## src/rtl/cdb_wb_arbiter_if.sv

```systemverilog
// Writeback bus between the execution units and the CDB arbiter.
// The arbiter takes the master modport; execution units and ROB/RRF observers take slave.
interface cdb_wb_arbiter_if #(
    parameter int unsigned NUM_REQ = 4,
    parameter int unsigned DATA_W  = 32,
    parameter int unsigned TAG_W   = 6
);
    localparam int unsigned SRC_W = (NUM_REQ > 1) ? $clog2(NUM_REQ) : 1;

    logic [NUM_REQ-1:0]        req_valid;
    logic [NUM_REQ*DATA_W-1:0] req_data;
    logic [NUM_REQ*TAG_W-1:0]  req_tag;
    logic [NUM_REQ-1:0]        req_rob_we;
    logic [NUM_REQ-1:0]        req_rrf_we;
    logic [NUM_REQ-1:0]        req_ready;

    logic                      cdb_valid;
    logic [DATA_W-1:0]         cdb_data;
    logic [TAG_W-1:0]          cdb_tag;
    logic                      cdb_rob_we;
    logic                      cdb_rrf_we;
    logic [SRC_W-1:0]          cdb_src;

    modport master (
        input  req_valid, req_data, req_tag, req_rob_we, req_rrf_we,
        output req_ready,
        output cdb_valid, cdb_data, cdb_tag, cdb_rob_we, cdb_rrf_we, cdb_src
    );

    modport slave (
        output req_valid, req_data, req_tag, req_rob_we, req_rrf_we,
        input  req_ready,
        input  cdb_valid, cdb_data, cdb_tag, cdb_rob_we, cdb_rrf_we, cdb_src
    );
endinterface

```

## src/rtl/cdb_wb_arbiter.sv

```systemverilog
// Round-robin writeback arbiter: one-entry holding buffer per execution unit, one registered
// CDB broadcast per cycle into the ROB and rename register file.
module cdb_wb_arbiter #(
    parameter int unsigned NUM_REQ = 4,
    parameter int unsigned DATA_W  = 32,
    parameter int unsigned TAG_W   = 6
) (
    input  logic             clk_i,
    input  logic             reset_i,
    input  logic             flush_i,
    cdb_wb_arbiter_if.master bus
);
    localparam int unsigned SRC_W = (NUM_REQ > 1) ? $clog2(NUM_REQ) : 1;
    localparam logic [SRC_W:0]   LP_NREQ = (SRC_W + 1)'(NUM_REQ);
    localparam logic [SRC_W-1:0] LP_LAST = SRC_W'(NUM_REQ - 1);

    // Holding buffers
    logic [NUM_REQ-1:0] r_full;
    logic [DATA_W-1:0]  r_buf_data [NUM_REQ];
    logic [TAG_W-1:0]   r_buf_tag  [NUM_REQ];
    logic [NUM_REQ-1:0] r_buf_rob_we;
    logic [NUM_REQ-1:0] r_buf_rrf_we;

    // Round-robin pointer and broadcast registers
    logic [SRC_W-1:0]   r_ptr;
    logic               r_cdb_valid;
    logic [DATA_W-1:0]  r_cdb_data;
    logic [TAG_W-1:0]   r_cdb_tag;
    logic               r_cdb_rob_we;
    logic               r_cdb_rrf_we;
    logic [SRC_W-1:0]   r_cdb_src;

    logic               w_found;
    logic [SRC_W-1:0]   w_gnt_idx;
    logic [SRC_W:0]     w_scan;
    logic [NUM_REQ-1:0] w_grant;
    logic [NUM_REQ-1:0] w_ready;
    logic [NUM_REQ-1:0] w_capture;
    logic [SRC_W-1:0]   w_ptr_nxt;

    // Circular search from r_ptr; only registered state feeds the grant.
    always_comb begin
        w_found   = 1'b0;
        w_gnt_idx = '0;
        w_scan    = '0;
        for (int k = 0; k < int'(NUM_REQ); k++) begin
            w_scan = {1'b0, r_ptr} + (SRC_W + 1)'(k);
            if (w_scan >= LP_NREQ) begin
                w_scan = w_scan - LP_NREQ;
            end
            if (!w_found && r_full[w_scan[SRC_W-1:0]]) begin
                w_found   = 1'b1;
                w_gnt_idx = w_scan[SRC_W-1:0];
            end
        end
    end

    always_comb begin
        w_grant = '0;
        if (w_found) begin
            w_grant[w_gnt_idx] = 1'b1;
        end
    end

    assign w_ptr_nxt = (w_gnt_idx == LP_LAST) ? '0 : w_gnt_idx + 1'b1;

    // A granted buffer drains this edge, so it may be refilled at the same time.
    assign w_ready   = (~r_full | w_grant) & {NUM_REQ{~flush_i}};
    assign w_capture = bus.req_valid & w_ready;

    always_ff @(posedge clk_i or negedge reset_i) begin
        if (!reset_i) begin
            r_full       <= '0;
            r_buf_rob_we <= '0;
            r_buf_rrf_we <= '0;
            for (int i = 0; i < int'(NUM_REQ); i++) begin
                r_buf_data[i] <= '0;
                r_buf_tag[i]  <= '0;
            end
        end else if (flush_i) begin
            r_full <= '0;
        end else begin
            for (int i = 0; i < int'(NUM_REQ); i++) begin
                if (w_capture[i]) begin
                    r_full[i]       <= 1'b1;
                    r_buf_data[i]   <= bus.req_data[i*DATA_W +: DATA_W];
                    r_buf_tag[i]    <= bus.req_tag[i*TAG_W +: TAG_W];
                    r_buf_rob_we[i] <= bus.req_rob_we[i];
                    r_buf_rrf_we[i] <= bus.req_rrf_we[i];
                end else if (w_grant[i]) begin
                    r_full[i] <= 1'b0;
                end
            end
        end
    end

    // Data/tag/src hold on idle or flush cycles; only valid and the write enables drop.
    always_ff @(posedge clk_i or negedge reset_i) begin
        if (!reset_i) begin
            r_ptr        <= '0;
            r_cdb_valid  <= 1'b0;
            r_cdb_data   <= '0;
            r_cdb_tag    <= '0;
            r_cdb_rob_we <= 1'b0;
            r_cdb_rrf_we <= 1'b0;
            r_cdb_src    <= '0;
        end else if (flush_i) begin
            r_cdb_valid  <= 1'b0;
            r_cdb_rob_we <= 1'b0;
            r_cdb_rrf_we <= 1'b0;
        end else if (w_found) begin
            r_cdb_valid  <= 1'b1;
            r_cdb_data   <= r_buf_data[w_gnt_idx];
            r_cdb_tag    <= r_buf_tag[w_gnt_idx];
            r_cdb_rob_we <= r_buf_rob_we[w_gnt_idx];
            r_cdb_rrf_we <= r_buf_rrf_we[w_gnt_idx];
            r_cdb_src    <= w_gnt_idx;
            r_ptr        <= w_ptr_nxt;
        end else begin
            r_cdb_valid  <= 1'b0;
            r_cdb_rob_we <= 1'b0;
            r_cdb_rrf_we <= 1'b0;
        end
    end

    assign bus.req_ready  = w_ready;
    assign bus.cdb_valid  = r_cdb_valid;
    assign bus.cdb_data   = r_cdb_data;
    assign bus.cdb_tag    = r_cdb_tag;
    assign bus.cdb_rob_we = r_cdb_rob_we;
    assign bus.cdb_rrf_we = r_cdb_rrf_we;
    assign bus.cdb_src    = r_cdb_src;
endmodule

```

## src/flat_wrapper.sv

```systemverilog
// flat-port wrapper written by rule: the top's interface ports become plain ports
module cdb_wb_arbiter_flat 
#(
    parameter int unsigned NUM_REQ = 4,
    parameter int unsigned DATA_W  = 32,
    parameter int unsigned TAG_W   = 6
)
  (clk_i, reset_i, flush_i, bus_req_valid, bus_req_data, bus_req_tag, bus_req_rob_we, bus_req_rrf_we, bus_req_ready, bus_cdb_valid, bus_cdb_data, bus_cdb_tag, bus_cdb_rob_we, bus_cdb_rrf_we, bus_cdb_src);
  cdb_wb_arbiter_if #(.NUM_REQ(NUM_REQ), .DATA_W(DATA_W), .TAG_W(TAG_W)) bus_i ();
  input  logic clk_i;
  input  logic reset_i;
  input  logic flush_i;
  input wire logic [$bits(bus_i.req_valid)-1:0] bus_req_valid;
  input wire logic [$bits(bus_i.req_data)-1:0] bus_req_data;
  input wire logic [$bits(bus_i.req_tag)-1:0] bus_req_tag;
  input wire logic [$bits(bus_i.req_rob_we)-1:0] bus_req_rob_we;
  input wire logic [$bits(bus_i.req_rrf_we)-1:0] bus_req_rrf_we;
  output wire logic [$bits(bus_i.req_ready)-1:0] bus_req_ready;
  output wire logic [$bits(bus_i.cdb_valid)-1:0] bus_cdb_valid;
  output wire logic [$bits(bus_i.cdb_data)-1:0] bus_cdb_data;
  output wire logic [$bits(bus_i.cdb_tag)-1:0] bus_cdb_tag;
  output wire logic [$bits(bus_i.cdb_rob_we)-1:0] bus_cdb_rob_we;
  output wire logic [$bits(bus_i.cdb_rrf_we)-1:0] bus_cdb_rrf_we;
  output wire logic [$bits(bus_i.cdb_src)-1:0] bus_cdb_src;
  assign bus_i.req_valid = bus_req_valid;
  assign bus_i.req_data = bus_req_data;
  assign bus_i.req_tag = bus_req_tag;
  assign bus_i.req_rob_we = bus_req_rob_we;
  assign bus_i.req_rrf_we = bus_req_rrf_we;
  assign bus_req_ready = bus_i.req_ready;
  assign bus_cdb_valid = bus_i.cdb_valid;
  assign bus_cdb_data = bus_i.cdb_data;
  assign bus_cdb_tag = bus_i.cdb_tag;
  assign bus_cdb_rob_we = bus_i.cdb_rob_we;
  assign bus_cdb_rrf_we = bus_i.cdb_rrf_we;
  assign bus_cdb_src = bus_i.cdb_src;
  cdb_wb_arbiter #(.NUM_REQ(NUM_REQ), .DATA_W(DATA_W), .TAG_W(TAG_W)) u_core (.clk_i(clk_i), .reset_i(reset_i), .flush_i(flush_i), .bus(bus_i));
endmodule
```

## config.mk

```make
export PLATFORM = sky130hd
export DESIGN_NAME = cdb_wb_arbiter_flat
export DESIGN_NICKNAME = d
export VERILOG_FILES = /design/src/rtl/cdb_wb_arbiter_if.sv /design/src/rtl/cdb_wb_arbiter.sv /design/src/flat_wrapper.sv
export SDC_FILE = /design/constraint.sdc
export NUM_CORES = 1
export LEC_CHECK = 0
export BUFFER_PORTS_ARGS = -buffer_cell sky130_fd_sc_hd__buf_2
export CAP_MARGIN = 20
export CORE_ASPECT_RATIO = 2
export CORE_UTILIZATION = 45
export DETAILED_ROUTE_END_ITERATION = 8
export PLACE_DENSITY_LB_ADDON = 0.05
export SLEW_MARGIN = 20
export SYNTH_ARGS = -nofsm -noshare
export SYNTH_HDL_FRONTEND = slang
export SYNTH_SLANG_ARGS = --single-unit
export TNS_END_PERCENT = 30
```

## constraint.sdc

```tcl
create_clock -name clk_i -period 3.4 [get_ports clk_i]
set_input_delay 0.68 -clock clk_i [delete_from_list [all_inputs] [get_ports clk_i]]
set_output_delay 0.68 -clock clk_i [all_outputs]
set_load 0.05 [all_outputs]
```

After elaboration in Yosys (flattened, before gate mapping)
Cells that the tools add are included.

storage, ports and cells
  word-level logic and storage cells = 118
  bits of input ports = 167
  output and inout port bits = 47
  register bits after elaboration = 209

cells by class
  bitwise logic cells = 6
  order comparisons = 11
  eq/ne operators = 1
  add/sub/neg operators = 8
  reductions and logical operators = 16
  mux-type cells = 49

operators by type and width
  operator                                             count
  binary-select mux 32 bit (select 2 bit)              1
  two-way mux 32 bit                                   2
  two-way mux 1 bit                                    25
  two-way mux 2 bit                                    9
  < comparator 2 x 3 -> 1 bit, second input constant   5
  binary-select mux 1 bit (select 2 bit)               6
  binary-select mux 6 bit (select 2 bit)               1
  >= comparator 3 bit, second input constant           4
  two-way mux 6 bit                                    2
  nonzero test 3 bit                                   4
  AND reduction 2 bit                                  5
  AND 4 bit                                            2
  two-way mux 4 bit                                    2
  subtractor 2 x 1 -> 2 bit, second input constant     4
  adder 2 x 2 -> 3 bit, second input constant          2
  logical AND 1 bit                                    4
  inverter 4 bit                                       1
  bitwise OR 4 bit                                     1
  adder 2 x 1 -> 3 bit, second input constant          1
  >= comparator 2 x 3 -> 1 bit, second input constant  1
  zero test 1 bit                                      3
  inverter 2 -> 3 bit                                  1
  adder 2 x 1 -> 2 bit, second input constant          1
  demux 1 bit (select 2 bit)                           1
  3 further kinds                                      3

Depth between registers and ports, before layout
  depth in word-level cells = 24
  mapped depth = 13
  depth with buffers taken out = 9

Worst setup path after synthesis
OpenSTA, ideal clock, no wires.

  path kind = reg-to-reg
  start point = register u_core.r_ptr[0]
  end point = register u_core.r_buf_data[107] (netlist bit)
  slack = -0.388 ns
  stages on the path, launching flop included = 14
  path buffers = 5
  clock period less this slack = 3.788 ns
  required time = 3.275 ns
  arrival time = 3.664 ns
  library setup time = 0.125 ns
  cells stage by stage = dfrtp_1 or3b_2 o221a_2 buf_4 inv_4 clkbuf_1 buf_2 ha_1 nor2b_1 nor2_1 and2_1 clkbuf_1 clkbuf_1 mux2_2

between the ends
  longest elaborated chain between the ends = 23
  elaborated cells on any way between the ends = 47
  classes of those cells = add/sub: 7; order compare: 6; mux: 23; bitwise: 3; reduce/logical: 8

ends and longest elaborated chain
  what                                                           line                   text
  from (decl)                                                    cdb_wb_arbiter.sv:25   logic [SRC_W-1:0] r_ptr;
  from (signal assigned)                                         cdb_wb_arbiter.sv:118  r_ptr <= w_ptr_nxt;
  branches (longest 18 deep; another with adder 2 x 1 -> 3 bit)  n/a
  two-way mux 4 bit (*)                                          cdb_wb_arbiter.sv:60   if (w_found) begin
  bitwise OR 4 bit (*)                                           cdb_wb_arbiter.sv:68   assign w_ready = (~r_full | w_grant) & {NUM_REQ{~flush_i}};
  AND 4 bit (*)                                                  cdb_wb_arbiter.sv:68
  net bus_req_ready[0]                                           flat_wrapper.sv:18     output wire logic [$bits(bus_i.req_ready)-1:0] bus_req_ready;
  AND 4 bit (*)                                                  cdb_wb_arbiter.sv:69   assign w_capture = bus.req_valid & w_ready;
  AND reduction 2 bit (no source line) (*)                       n/a
  to (signal, indexed assignment)                                cdb_wb_arbiter.sv:86   r_buf_data[i] <= bus.req_data[i*DATA_W +: DATA_W];
  to (decl)                                                      cdb_wb_arbiter.sv:19   logic [DATA_W-1:0] r_buf_data [NUM_REQ];

Mark *: on every way through the listed nets, which the timed path passes. The select of a mux whose other input is x is not followed.
A chain may end at the register's enable or synchronous reset.

Worst setup path in the final report
  start point = register u_core.r_full[1]
  end point = output bus_req_ready[2]

between the ends
  longest elaborated chain between the ends = 19
  elaborated cells on any way between the ends = 30
  classes of those cells = order compare: 2; mux: 19; bitwise: 2; reduce/logical: 7

ends and longest elaborated chain
  what                                                                                                      line                  text
  from (decl)                                                                                               cdb_wb_arbiter.sv:18  logic [NUM_REQ-1:0] r_full;
  from (signal assigned)                                                                                    cdb_wb_arbiter.sv:73  r_full <= '0;
  from (signal assigned)                                                                                    cdb_wb_arbiter.sv:81  r_full <= '0;
  from (signal, indexed assignment)                                                                         cdb_wb_arbiter.sv:85  r_full[i] <= 1'b1;
  binary-select mux 1 bit (select 2 bit)                                                                    cdb_wb_arbiter.sv:51  if (!w_found && r_full[w_scan[SRC_W-1:0]]) begin
  two-way mux 1 bit (implied by the code)                                                                   cdb_wb_arbiter.sv:51
  two-way mux 1 bit                                                                                         cdb_wb_arbiter.sv:51
  zero test 1 bit                                                                                           cdb_wb_arbiter.sv:51
  logical AND 1 bit                                                                                         cdb_wb_arbiter.sv:51
  two-way mux 1 bit                                                                                         cdb_wb_arbiter.sv:51
  zero test 1 bit                                                                                           cdb_wb_arbiter.sv:51
  logical AND 1 bit                                                                                         cdb_wb_arbiter.sv:51
  [... 4 more ...]                                                                                          n/a
  net u_core.w_gnt_idx[1]                                                                                   cdb_wb_arbiter.sv:34  logic [SRC_W-1:0] w_gnt_idx;
  < comparator 2 x 3 -> 1 bit (implied by the code) / >= comparator 2 x 1 -> 1 bit (equally long branches)  cdb_wb_arbiter.sv:61  w_grant[w_gnt_idx] = 1'b1;
  logical AND 1 bit (implied by the code)                                                                   cdb_wb_arbiter.sv:61
  two-way mux 1 bit (implied by the code)                                                                   cdb_wb_arbiter.sv:61
  demux 1 bit (select 2 bit) (*)                                                                            n/a
  two-way mux 4 bit (*)                                                                                     cdb_wb_arbiter.sv:60
  bitwise OR 4 bit (*)                                                                                      cdb_wb_arbiter.sv:68
  AND 4 bit (*)                                                                                             cdb_wb_arbiter.sv:68
  to (decl)                                                                                                 flat_wrapper.sv:18

Mark *: on every way through the listed nets, which the timed path passes. The rest lies on a longest branch. The select of a mux whose other input is x is not followed.

==> reports/qor.txt <==
Buffer depth of the longest clock path: 3
Final core occ: 56.1%
Rows: 73
Post-CTS Resized: 0
Inst Count DP: 1183
Fin crit share: 93.6%
Worst-path clk slew: 0.07 ns
FF-to-FF Start: u_core.r_full[1]
CTS sink count: 209
Root Buffer: clkbuf_16
Crit start category: flop
Critical Path AT: 2.50 ns
Critical Path Sink Type: primary output
Skew final: 0.0156 ns
Final setup margin: 0.218 ns
Net Count, Synth: 914
NumNets Final: 1112
Status: completed
Synth warn: 0
RSZ-0062 raised after global routing: no
Cell taking the most area after synthesis: dfrtp_1
Area grow syn2layout: 22.5%
Finished Layout Cells: 1219
Share of cells above drive strength 1: 45.3%
Chip Width: 102 um
Port bufs: 213
Setup violators final: 0
Vias per cell: 5.36
Final Power: 8.85 mW
WS Path Type: flop to primary output
Worst-margin pin slew: 1.05 ns
Vias in the first global route: 7275
DR pass1 iterations: 4
Max Cap Viol: 0
Worst setup path start: u_core.r_full[1]
Routed wire length: 24400 um
Core ar.: 19800 sq um
Worst-skew pair later-pin latency: 0.49 ns
Place WS: 0.384 ns
Unique masters post-synth: 31
Flops & latches, synth: 209
Total grt overflow: 0
GP Congestion: 0.822
Worst EP required: 2.72 ns
Top FF cell, synth: dfrtp_1
Drt drc: 0
Leakage power: 5.49 nW
Post-synth top cells: dfrtp_1 (209), nand2_1 (161), mux2_2 (121)
CTS tree: built
Peak Freq: 314 MHz
Ranking of synthesized cells by area: dfrtp_1 (58%), mux2_2 (15%), nand2_1 (6.7%)
Initial Utilization: 45.8%
Number of CTS-inserted buffers: 20
Post-synthesis cell area: 9070 sq um
Tmin final: 3.18 ns
Worst Hold Class: input port to async pin
H-tree levels: 1
Critical-path maximum fanout: 5
Hold slack final: 0.212 ns
R2R Setup Slk: 0.49 ns
Total track usage: 24.5%
DP HPWL: 16300 um
Yosys top cell area share: 57.6%
Post-CTS Setup Inserts: 0
Avg WL per Cell: 20.0 um
Sequential fraction of the synthesis area: 57.6%
First-pass GRT wire length: 38600 um
Antenna-violating nets left: 0
Die height: 203 um
PwrDens: 796 nW/um^2
Syn avg cell area: 12.2 sq um
DRT iter0 DRCs: 262
Slew margin rel.: 29.9%
Pin count of the biggest net entering global routing: 80
Total number of vias: 6531
EDFF count, synth: 0
Final Hold Vio Count: 0
Hold-fix buffers, CTS: 0
Cells after synthesis: 745
Most numerous cell in the Yosys netlist: dfrtp_1
Final slew viol count: 0
Initial antenna violation count: 3
I/O Pins: 214
Peak supply drop: 0.635 mV
Die area: 20800 sq um
Fraction of registers with async set/reset: 100%
==> critical path, stage by stage, from the launching register on <==
cell and delay, ns:
dfrtp_1 0.46, inv_1 0.15, a311oi_1 0.11, buf_4 0.17
or2_2 0.32, inv_1 0.18, ha_1 0.19, nor2_1 0.05
nor2_2 0.09, buf_2 0.28
==> state kept, by name (all words and copies together) (netlist names) <==
signal	flops
u_core.bus.cdb_tag	6
u_core.r_buf_rrf_we	4
u_core.bus.cdb_src	2
u_core.r_buf_rob_we	4
u_core.r_full	4
u_core.r_ptr	2
u_core.bus.cdb_rob_we	1
u_core.bus.cdb_data	32
u_core.bus.cdb_valid	1
u_core.r_buf_tag	24
u_core.bus.cdb_rrf_we	1
u_core.r_buf_data	128
==> path summary, 6_finish.rpt <==
check,end,cells past startpoint
max in group asynchronous,u_core.r_buf_data[62],2
setup reg to reg,u_core.r_buf_rob_we[1],7
hold reg to reg,u_core.bus.cdb_data[17],1
min in group clk_i,u_core.r_buf_data[1],2
hold / removal,u_core.r_buf_rrf_we[2],1
setup / recovery,bus_req_ready[2],9
==> cell usage in the layout, fill, tap and decap left out, types with 2 or more instances in the layout <==
cell type     n
clkbuf_8      6
mux4_2        2
inv_1         5
and2_1        2
mux2_4       40
ha_1          2
dfrtp_1     209
nor2b_1       2
buf_2       212
nand2_1     161
diode_2       3
o21a_1        4
clkbuf_16    21
clkinvlp_4    2
clkbuf_1      3
a21oi_1      79
mux2_2      121
buf_4         8
nor2_1       10
a211o_1      38
buf_12        5
or2_2         2
==> per-stage QoR <==
step / cell area, sq um / TNS, ns
2_1_floorplan: 9080 / -5.08
3_3_place_gp: 10500 / 0
3_5_place_dp: 10500 / 0
4_1_cts: 11100 / 0
5_1_grt: 11100 / 0
6_report: 11100 / 0
==> per-layer routing <==
metal	vias to the layer above	share of wire (%)	global-route usage (%)
met1	3278	37	28.3
met5	-	0	0
met4	0	3.4	9.64
met2	228	54	44.1
met3	54	5.1	4.03
li1	2971	-	-
==> logic make-up (layout without fill, tap and decap cells) <==
| group | count (synthesis) | in the layout | share of synthesized area [%] |
|---|---|---|---|
| DFF | 209 | 209 | 57.6 |
| and+or+nand+nor | 186 | 186 | 8.11 |
| muxes | 163 | 163 | 22.1 |
| AOI/OAI and AO/OA | 129 | 129 | 9.02 |
| buffers and inverters | 56 | 265 | 2.84 |
| adders and majority gates | 2 | 2 | 0.276 |
| other | 0 | 3 | 0 |
==> power by group <==
group | internal, mW | total, mW | switching, mW | leakage [nW]
Sequential | 3.21 | 3.63 | 0.423 | 2.49
Combinational | 1.10 | 2.98 | 1.88 | 2.68
Clock | 1.31 | 2.24 | 0.935 | 0.317
==> cell type report <==
type,instances,area [sq um]
diodes,3,7.51
clock buffers,29,606
clock inverters,4,50.0
fillers,1787,8700
inverters,6,25.0
multi-input cells,480,3640
flip-flops and latches,209,5230
well taps,262,328
repair buffers,226,1230
Power figures use the tool's default switching activity.
